--- config.mk ---
export PLATFORM = sky130hd
export DESIGN_NAME = sr_ff_bank_flat
export DESIGN_NICKNAME = d
export VERILOG_FILES = /design/src/rtl/ff_pkg.sv /design/src/rtl/sr_ff_bank_if.sv /design/src/rtl/ff_next_bit.sv /design/src/rtl/sr_ff_bank.sv /design/src/flat_wrapper.sv
export SDC_FILE = /design/constraint.sdc
export NUM_CORES = 1
export LEC_CHECK = 0
export CAP_MARGIN = 20
export CORE_MARGIN = 2
export CORE_UTILIZATION = 45
export DETAILED_ROUTE_END_ITERATION = 10
export PLACE_DENSITY = 0.86
export SETUP_SLACK_MARGIN = 0.4
export SYNTH_ARGS = -nofsm -noshare
export SYNTH_HDL_FRONTEND = slang
export SYNTH_HIERARCHICAL = 1
export SYNTH_SLANG_ARGS = --single-unit
export TNS_END_PERCENT = 10
--- constraint.sdc ---
create_clock -name clk -period 3.3 [get_ports clk]
set_clock_uncertainty 0.2 [all_clocks]
set_input_delay 0.33 -clock clk [delete_from_list [all_inputs] [get_ports clk]]
set_output_delay 0.33 -clock clk [all_outputs]
set_load 0.02 [all_outputs]
--- src/rtl/ff_pkg.sv ---
// Shared constants for the flip-flop bank: operating modes and the SR-mode
// resolution policy applied when S and R are both asserted.
package ff_pkg;

  typedef enum logic [1:0] {
    MODE_SR = 2'd0,
    MODE_JK = 2'd1,
    MODE_D  = 2'd2,
    MODE_T  = 2'd3
  } mode_e;

  typedef enum logic [1:0] {
    SR11_HOLD = 2'd0,
    SR11_SET  = 2'd1,
    SR11_RST  = 2'd2,
    SR11_TGL  = 2'd3
  } sr11_e;

endpackage

--- src/rtl/sr_ff_bank_if.sv ---
// Control and status bundle of the flip-flop bank. The master drives the
// mode and per-bit inputs; the slave (the bank) returns state and status.
interface sr_ff_bank_if #(
  parameter int WIDTH = 8,
  parameter int CNT_W = 8
);
  logic             en;
  logic             clr;
  logic [1:0]       mode;
  logic [WIDTH-1:0] s;
  logic [WIDTH-1:0] r;
  logic [WIDTH-1:0] q;
  logic [WIDTH-1:0] q_bar;
  logic [WIDTH-1:0] chg;
  logic             illegal;
  logic [CNT_W-1:0] chg_cnt;

  modport master (
    output en, clr, mode, s, r,
    input  q, q_bar, chg, illegal, chg_cnt
  );

  modport slave (
    input  en, clr, mode, s, r,
    output q, q_bar, chg, illegal, chg_cnt
  );
endinterface

--- src/rtl/ff_next_bit.sv ---
// Combinational next-state function of one flip-flop bit for all four modes.
module ff_next_bit
  import ff_pkg::*;
(
  input  logic [1:0] i_mode,
  input  logic       i_s,
  input  logic       i_r,
  input  logic       i_q,
  input  logic [1:0] i_policy,
  output logic       o_qNext
);

  always_comb begin
    o_qNext = i_q;
    case (i_mode)
      MODE_SR: begin
        case ({i_s, i_r})
          2'b10:   o_qNext = 1'b1;
          2'b01:   o_qNext = 1'b0;
          2'b11: begin
            // Simultaneous set and reset resolved by the build-time policy
            case (i_policy)
              SR11_HOLD: o_qNext = i_q;
              SR11_SET:  o_qNext = 1'b1;
              SR11_RST:  o_qNext = 1'b0;
              SR11_TGL:  o_qNext = ~i_q;
              default:   o_qNext = i_q;
            endcase
          end
          default: o_qNext = i_q;
        endcase
      end
      MODE_JK: begin
        case ({i_s, i_r})
          2'b10:   o_qNext = 1'b1;
          2'b01:   o_qNext = 1'b0;
          2'b11:   o_qNext = ~i_q;
          default: o_qNext = i_q;
        endcase
      end
      MODE_D:  o_qNext = i_s;
      MODE_T:  o_qNext = i_s ^ i_q;
      default: o_qNext = i_q;
    endcase
  end

endmodule

--- src/rtl/sr_ff_bank.sv ---
// WIDTH-bit flip-flop bank with run-time mode, clear/enable, change pulses,
// a sticky illegal-SR-input flag and a saturating change-event counter.
module sr_ff_bank
  import ff_pkg::*;
#(
  parameter int               WIDTH       = 8,
  parameter logic [WIDTH-1:0] RST_VAL     = '0,
  parameter int               SR11_POLICY = 0,
  parameter int               CNT_W       = 8
) (
  input logic         clk,
  input logic         rst_n,
  sr_ff_bank_if.slave bus
);

  localparam logic [1:0]       POLICY_SEL = SR11_POLICY[1:0];
  localparam logic [CNT_W-1:0] CNT_MAX    = '1;

  logic [WIDTH-1:0] r_q;
  logic [WIDTH-1:0] r_chg;
  logic             r_illegal;
  logic [CNT_W-1:0] r_chgCnt;
  logic [WIDTH-1:0] w_qNext;
  logic             w_srConflict;

  for (genvar i = 0; i < WIDTH; i++) begin : gBit
    ff_next_bit uNext (
      .i_mode   (bus.mode),
      .i_s      (bus.s[i]),
      .i_r      (bus.r[i]),
      .i_q      (r_q[i]),
      .i_policy (POLICY_SEL),
      .o_qNext  (w_qNext[i])
    );
  end

  assign w_srConflict = (bus.mode == MODE_SR) && (|(bus.s & bus.r));

  // Clear outranks enable; a disabled edge still drops the change pulses
  always_ff @(posedge clk or negedge rst_n) begin
    if (!rst_n) begin
      r_q       <= RST_VAL;
      r_chg     <= '0;
      r_illegal <= 1'b0;
      r_chgCnt  <= '0;
    end else if (bus.clr) begin
      r_q       <= RST_VAL;
      r_chg     <= '0;
      r_illegal <= 1'b0;
      r_chgCnt  <= '0;
    end else if (bus.en) begin
      r_q   <= w_qNext;
      r_chg <= w_qNext ^ r_q;
      if ((w_qNext != r_q) && (r_chgCnt != CNT_MAX)) begin
        r_chgCnt <= r_chgCnt + CNT_W'(1);
      end
      if (w_srConflict) begin
        r_illegal <= 1'b1;
      end
    end else begin
      r_chg <= '0;
    end
  end

  assign bus.q       = r_q;
  assign bus.q_bar   = ~r_q;
  assign bus.chg     = r_chg;
  assign bus.illegal = r_illegal;
  assign bus.chg_cnt = r_chgCnt;

endmodule
--- src/flat_wrapper.sv ---
// flat-port wrapper written by rule: the top's interface ports become plain ports
module sr_ff_bank_flat import ff_pkg::*;
#(
  parameter int               WIDTH       = 8,
  parameter logic [WIDTH-1:0] RST_VAL     = '0,
  parameter int               SR11_POLICY = 0,
  parameter int               CNT_W       = 8
)
  (clk, rst_n, bus_en, bus_clr, bus_mode, bus_s, bus_r, bus_q, bus_q_bar, bus_chg, bus_illegal, bus_chg_cnt);
  sr_ff_bank_if #(.WIDTH(WIDTH), .CNT_W(CNT_W)) bus_i ();
  input logic clk;
  input logic rst_n;
  input wire logic [$bits(bus_i.en)-1:0] bus_en;
  input wire logic [$bits(bus_i.clr)-1:0] bus_clr;
  input wire logic [$bits(bus_i.mode)-1:0] bus_mode;
  input wire logic [$bits(bus_i.s)-1:0] bus_s;
  input wire logic [$bits(bus_i.r)-1:0] bus_r;
  output wire logic [$bits(bus_i.q)-1:0] bus_q;
  output wire logic [$bits(bus_i.q_bar)-1:0] bus_q_bar;
  output wire logic [$bits(bus_i.chg)-1:0] bus_chg;
  output wire logic [$bits(bus_i.illegal)-1:0] bus_illegal;
  output wire logic [$bits(bus_i.chg_cnt)-1:0] bus_chg_cnt;
  assign bus_i.en = bus_en;
  assign bus_i.clr = bus_clr;
  assign bus_i.mode = bus_mode;
  assign bus_i.s = bus_s;
  assign bus_i.r = bus_r;
  assign bus_q = bus_i.q;
  assign bus_q_bar = bus_i.q_bar;
  assign bus_chg = bus_i.chg;
  assign bus_illegal = bus_i.illegal;
  assign bus_chg_cnt = bus_i.chg_cnt;
  sr_ff_bank #(.WIDTH(WIDTH), .RST_VAL(RST_VAL), .SR11_POLICY(SR11_POLICY), .CNT_W(CNT_W)) u_core (.clk(clk), .rst_n(rst_n), .bus(bus_i));
endmodule
* Word level (Yosys, flattened, before mapping)
Index checks and enable logic that the tools add are counted.
** Cells by class
- Bitwise operators :: 19
- Mux-type cells :: 34
- Eq/ne operators :: 29
- Add/sub/neg operators :: 1
- Reduce and logical (&&, ||, !) cells :: 9
** Operators by type and width (number)
- 8-bit 2-to-1 mux :: 7
- 2-bit equality test, second input constant :: 18
- 1-bit one-hot mux with 4 select lines :: 8
- 1-bit one-hot mux with 3 select lines :: 8
- 2-bit by 1-bit equality test with 1-bit output, second input constant :: 9
- 1-bit one-hot mux with 2 select lines :: 8
- 8-bit by 1-bit adder with 8-bit output, second input constant :: 1
- 8-bit AND :: 1
- 8-bit inequality test :: 1
- 8-bit inequality test, second input constant :: 1
- 1-bit inverter :: 8
- 8-bit inverter :: 1
- 8-bit OR reduction :: 1
- 1-bit XOR :: 8
- 8-bit XOR :: 1
- 2-bit nonzero test :: 3
- 2-bit AND reduction :: 2
- 1-bit 2-to-1 mux :: 3
- 1-bit logical AND :: 2
- 2-bit logical NOT :: 1
** Word-level totals
- Input bits :: 22
- Flip-flop bits (word level) :: 25
- Output and inout port bits :: 33
- Logic and storage cells :: 96

* Logic depth before layout (Yosys ltp)
- Depth in word-level cells :: 8
- Mapped depth :: 8

* Modules after synthesis
The synthesis kept the hierarchy.
** By module, submodules not included
- sr_ff_bank :: sequential area each 625.6 µm², times used 1, cells each 116, area each 1208.7 µm²
- ff_next_bit :: sequential area each 0.0 µm², times used 8, cells each 8, area each 53.8 µm²

* Least setup slack after synthesis
No wires, ideal clock.
- Path type :: reg2reg
- From :: register u_core.r_q[3] (netlist: u_core/bus.q[3])
- To :: register u_core.r_chgCnt[3] (netlist: u_core/bus.chg_cnt[3])
- Slack :: 0.873 ns
- Setup time :: 0.125 ns
- Clock period less this slack :: 2.427 ns
- Data required time :: 2.975 ns
- Stages on the path, launching flop included :: 9
- Data arrival time :: 2.103 ns
- Buffers on the path :: 0
- Path through :: dfrtp_1 and4bb_1 o21ai_1 a211oi_1 xnor2_1 and4_4 a21oi_2 nand4_1 mux2_2
** On the way
- Longest elaborated chain between the ends :: 7
- Elaborated cells on any way between the ends :: 9
** RTL lines
- start, declared :: RTL line sr_ff_bank.sv:19 : logic [WIDTH-1:0] r_q;
- start signal, assigned :: RTL line sr_ff_bank.sv:52 : r_q <= w_qNext;
- 1-bit inverter :: RTL line ff_next_bit.sv:37 : 2'b11: o_qNext = ~i_q;
- 1-bit one-hot mux with 3 select lines :: RTL line ff_next_bit.sv:34 : case ({i_s, i_r})
- 1-bit one-hot mux with 4 select lines (*) :: RTL line ff_next_bit.sv:15 : case (i_mode)
- via u_core.w_qNext[3] :: RTL line sr_ff_bank.sv:23 : logic [WIDTH-1:0] w_qNext;
- 8-bit inequality test (*) :: RTL line sr_ff_bank.sv:54 : if ((w_qNext != r_q) && (r_chgCnt != CNT_MAX)) begin
- 1-bit logical AND (*) :: RTL line sr_ff_bank.sv:54
- 2-bit nonzero test (no source line) (*)
- 2-bit AND reduction (no source line) (*)
- end signal, assigned :: RTL line sr_ff_bank.sv:55 : r_chgCnt <= r_chgCnt + CNT_W'(1);
- end, declared :: RTL line sr_ff_bank.sv:22 : logic [CNT_W-1:0] r_chgCnt;
Mark *: on every way through the listed nets, which the timed path passes. The rest lies on a longest branch.
A chain may end at the register's enable or synchronous reset.

* Worst setup path in the final report
- From :: input port bus_mode[0]
- To :: register u_core.r_chgCnt[3] (netlist: u_core/bus.chg_cnt[3])
** On the way
- Longest elaborated chain between the ends :: 6
- Elaborated cells on any way between the ends :: 16
** RTL lines
- start, declared :: RTL line flat_wrapper.sv:15 : input wire logic [$bits(bus_i.mode)-1:0] bus_mode;
- 2-bit equality test, or another cell as far along :: RTL line ff_next_bit.sv:15
- 1-bit one-hot mux with 4 select lines (*) :: RTL line ff_next_bit.sv:15
- via u_core.w_qNext[5] :: RTL line sr_ff_bank.sv:23
- 8-bit inequality test (*) :: RTL line sr_ff_bank.sv:54
- 1-bit logical AND (*) :: RTL line sr_ff_bank.sv:54
- 2-bit nonzero test (no source line) (*)
- 2-bit AND reduction (no source line) (*)
Marked as above.

==> impl_metrics.json <==
{
  "status": "finished clean",
  "final_area_um2": 2370,
  "fin_crit_ns": 2.73,
  "cp_max_fo": 33,
  "grt_setup_unrepaired": "false",
  "hold_violations": 0,
  "netlist_top_cells_area": "dfrtp_1 (38%), nand2b_1 (6.9%), xnor2_1 (6.4%)",
  "worst_path_max_delay_cell": "clkdlybuf4s50_1",
  "synth_enable_flop_cells": 0,
  "wirelength_mm": 3.90,
  "grt_max_degree": 34,
  "endpoint_kind": "register",
  "postRouteAntennaNets": 0,
  "postSynthCellCount": 180,
  "drc": 0,
  "post-route-util": 0.693,
  "grt_use_total": 0.203,
  "area_growth_pct": 44.4,
  "nets": 278,
  "ctsHoldBuffers": 0,
  "antenna_found_initial": 0,
  "synth.most_common_cell": "nor2_1",
  "clock_latency_ns": 0.31,
  "ctsRootBufferMaster": "clkbuf_4",
  "power_mw": 0.719,
  "drtIter0Drc": 81,
  "die-area_um2": 4140,
  "ir_drop_v": 0.000123,
  "setup_ws_ns": 0.570,
  "syn_avg_cell_area_um2": 9.11,
  "maxCapViolCount": 0,
  "diodes": 0,
  "fmax_mhz": 366,
  "netlist_area_um2": 1640,
  "grt_pass1_vias": 1479,
  "worstHoldPathType": "primary input to async pin",
  "async_reset_ff_frac": 1.00,
  "synth_commonest_cells": "nor2_1 (26), dfrtp_1 (25), nand2b_1 (18)",
  "ys_ff_latch": 25,
  "cts_buffers": 3,
  "cts_tree": "done",
  "synth_seq_area_share": 0.382,
  "ctsLongestPathBuffers": 2,
  "row_count": 21,
  "cts_setup_buffers": 0,
  "leakage_nw": 0.989,
  "critPathKind": "primary input to register",
  "worstPathArrival_ns": 2.75,
  "via_per_inst": 5.22,
  "finalSetupTns_ns": 0,
  "grt.overflow.total": 0,
  "start_util": 0.480,
  "wl_per_cell_um": 13.0,
  "drive_above_1_share": 0.0748,
  "gp_congestion": 0.772,
  "worstPathCellList": "clkdlybuf4s50_1 > buf_12 > and4bb_1 > o21ai_1 > a211oi_2 > xnor2_1 > and4_4 > a21oi_2 > nand4_1 > mux2_2",
  "setup_viol_count_final": 0,
  "cts-resized-gates": 0,
  "vias": 1566,
  "io_pins": 55,
  "chipWidth_um": 64.4,
  "cts.sinks": 25,
  "synth_top_area_share": 0.382,
  "port_buffers": 54,
  "start_kind": "primary input",
  "yosysTopAreaCell": "dfrtp_1",
  "power.density_nw_per_um2": 304,
  "dpl-instance-area_um2": 2330,
  "grt_pass1_wl_mm": 6.67,
  "coreArea_um2": 3420,
  "die_h_um": 64.4,
  "crit_required_ns": 3.32,
  "n_fill_cell": 273,
  "ff2ff_setup_slack_ns": 0.77,
  "htree_levels": 1,
  "max_stage_delay_ns": 0.44,
  "pre_cts_ws_ns": 0.168,
  "ys_warn_count": 6,
  "synth_cell_types": 28,
  "post-route-period-util": 0.827,
  "firstDrtPassIters": 5,
  "clkTransAtPathRegs_ns": 0.14,
  "hpwl_mm": 2.89,
  "maxSlewViolCount": 0,
  "synthFlopType": "dfrtp_1"
}
## power breakdown
| part | leakage [nW] | total (mW) | internal (mW) | switching, mW |
|---|---|---|---|---|
| sequential | 0.338 | 0.344 | 0.323 | 0.0207 |
| clock | 0.0150 | 0.136 | 0.0472 | 0.0892 |
| combinational | 0.636 | 0.239 | 0.117 | 0.122 |
## flip-flops by register name (all words and copies together), names as in the netlist
name	flops
u_core/bus.q	8
u_core/bus.illegal	1
u_core/bus.chg_cnt	8
u_core/bus.chg	8
## final cells by class
type	instances	area (um^2)	share of cell area
timing repair buffer	59	591	0.250
inverter	9	33.8	0.0143
tap	46	57.6	0.0243
clock buffer	4	26.3	0.0111
multi-input combinational	157	1030	0.436
sequential	25	626	0.264
## cell families after synthesis
logic type                 Yosys count  synth area share
AOI/OAI and AO/OA                   36             0.148
xor gates and xnor gates            12            0.0641
adders and majority gates            1           0.00763
buffers and inverters               13            0.0298
DFF                                 25             0.382
muxes                               11            0.0687
other                                1           0.00229
and+or+nand+nor                     81             0.298
## metrics by stage
stage          instances  hold slack, ns
2_1_floorplan        195          -0.166
3_3_place_gp         296           0.291
3_5_place_dp         296           0.293
4_1_cts              300           0.170
5_1_grt              300           0.171
6_report             300           0.158
## metal layers
| metal | vias to the layer above | GRT usage | share of wire |
|---|---|---|---|
| met5 | - | 0 | 0 |
| met3 | 0 | 0.0387 | 0.061 |
| met4 | 0 | 0.0745 | 0 |
| li1 | 791 | - | - |
| met2 | 57 | 0.337 | 0.49 |
| met1 | 718 | 0.262 | 0.45 |
## worst max-delay path: cells and delay by family
kind            cells  cell delay [ns]
compound gates      3             0.51
xor+xnor            1             0.21
buf+inv             2             0.62
mux                 1             0.33
simple gates        3             0.74
## cell usage in the layout, fill, tap and decap left out, drive strengths merged
cell and instances:
clkdlybuf4s50 54, nand4 4, and4bb 8, nand3 11
nor2b 2, xnor2 12, and3 1, a211oi 10
a22oi 4, o21ai 9, and2 1, clkbuf 4
a31oi 1, conb 16, and4 2, mux2i 9
buf 5, nor2 26, nor4 8, nand2b 18
mux2 2, a21oi 10, inv 9, a31o 1
dfrtp 25, ha 1, a2111oi 1
## final timing paths
| check | start | to | cells past startpoint |
|---|---|---|---|
| hold / removal | rst_n | u_core/bus.chg_cnt[0] | 2 |
| hold reg to reg | u_core/bus.illegal | u_core/bus.illegal | 2 |
| setup / recovery | bus_mode[0] | u_core/bus.chg_cnt[3] | 10 |
| min in group clk | u_core/bus.illegal | u_core/bus.illegal | 2 |
| max in group asynchronous | rst_n | u_core/bus.chg[0] | 2 |
| setup reg to reg | u_core/bus.q[5] | u_core/bus.chg_cnt[3] | 8 |
Note: power is estimated with default switching activity, not from simulation.
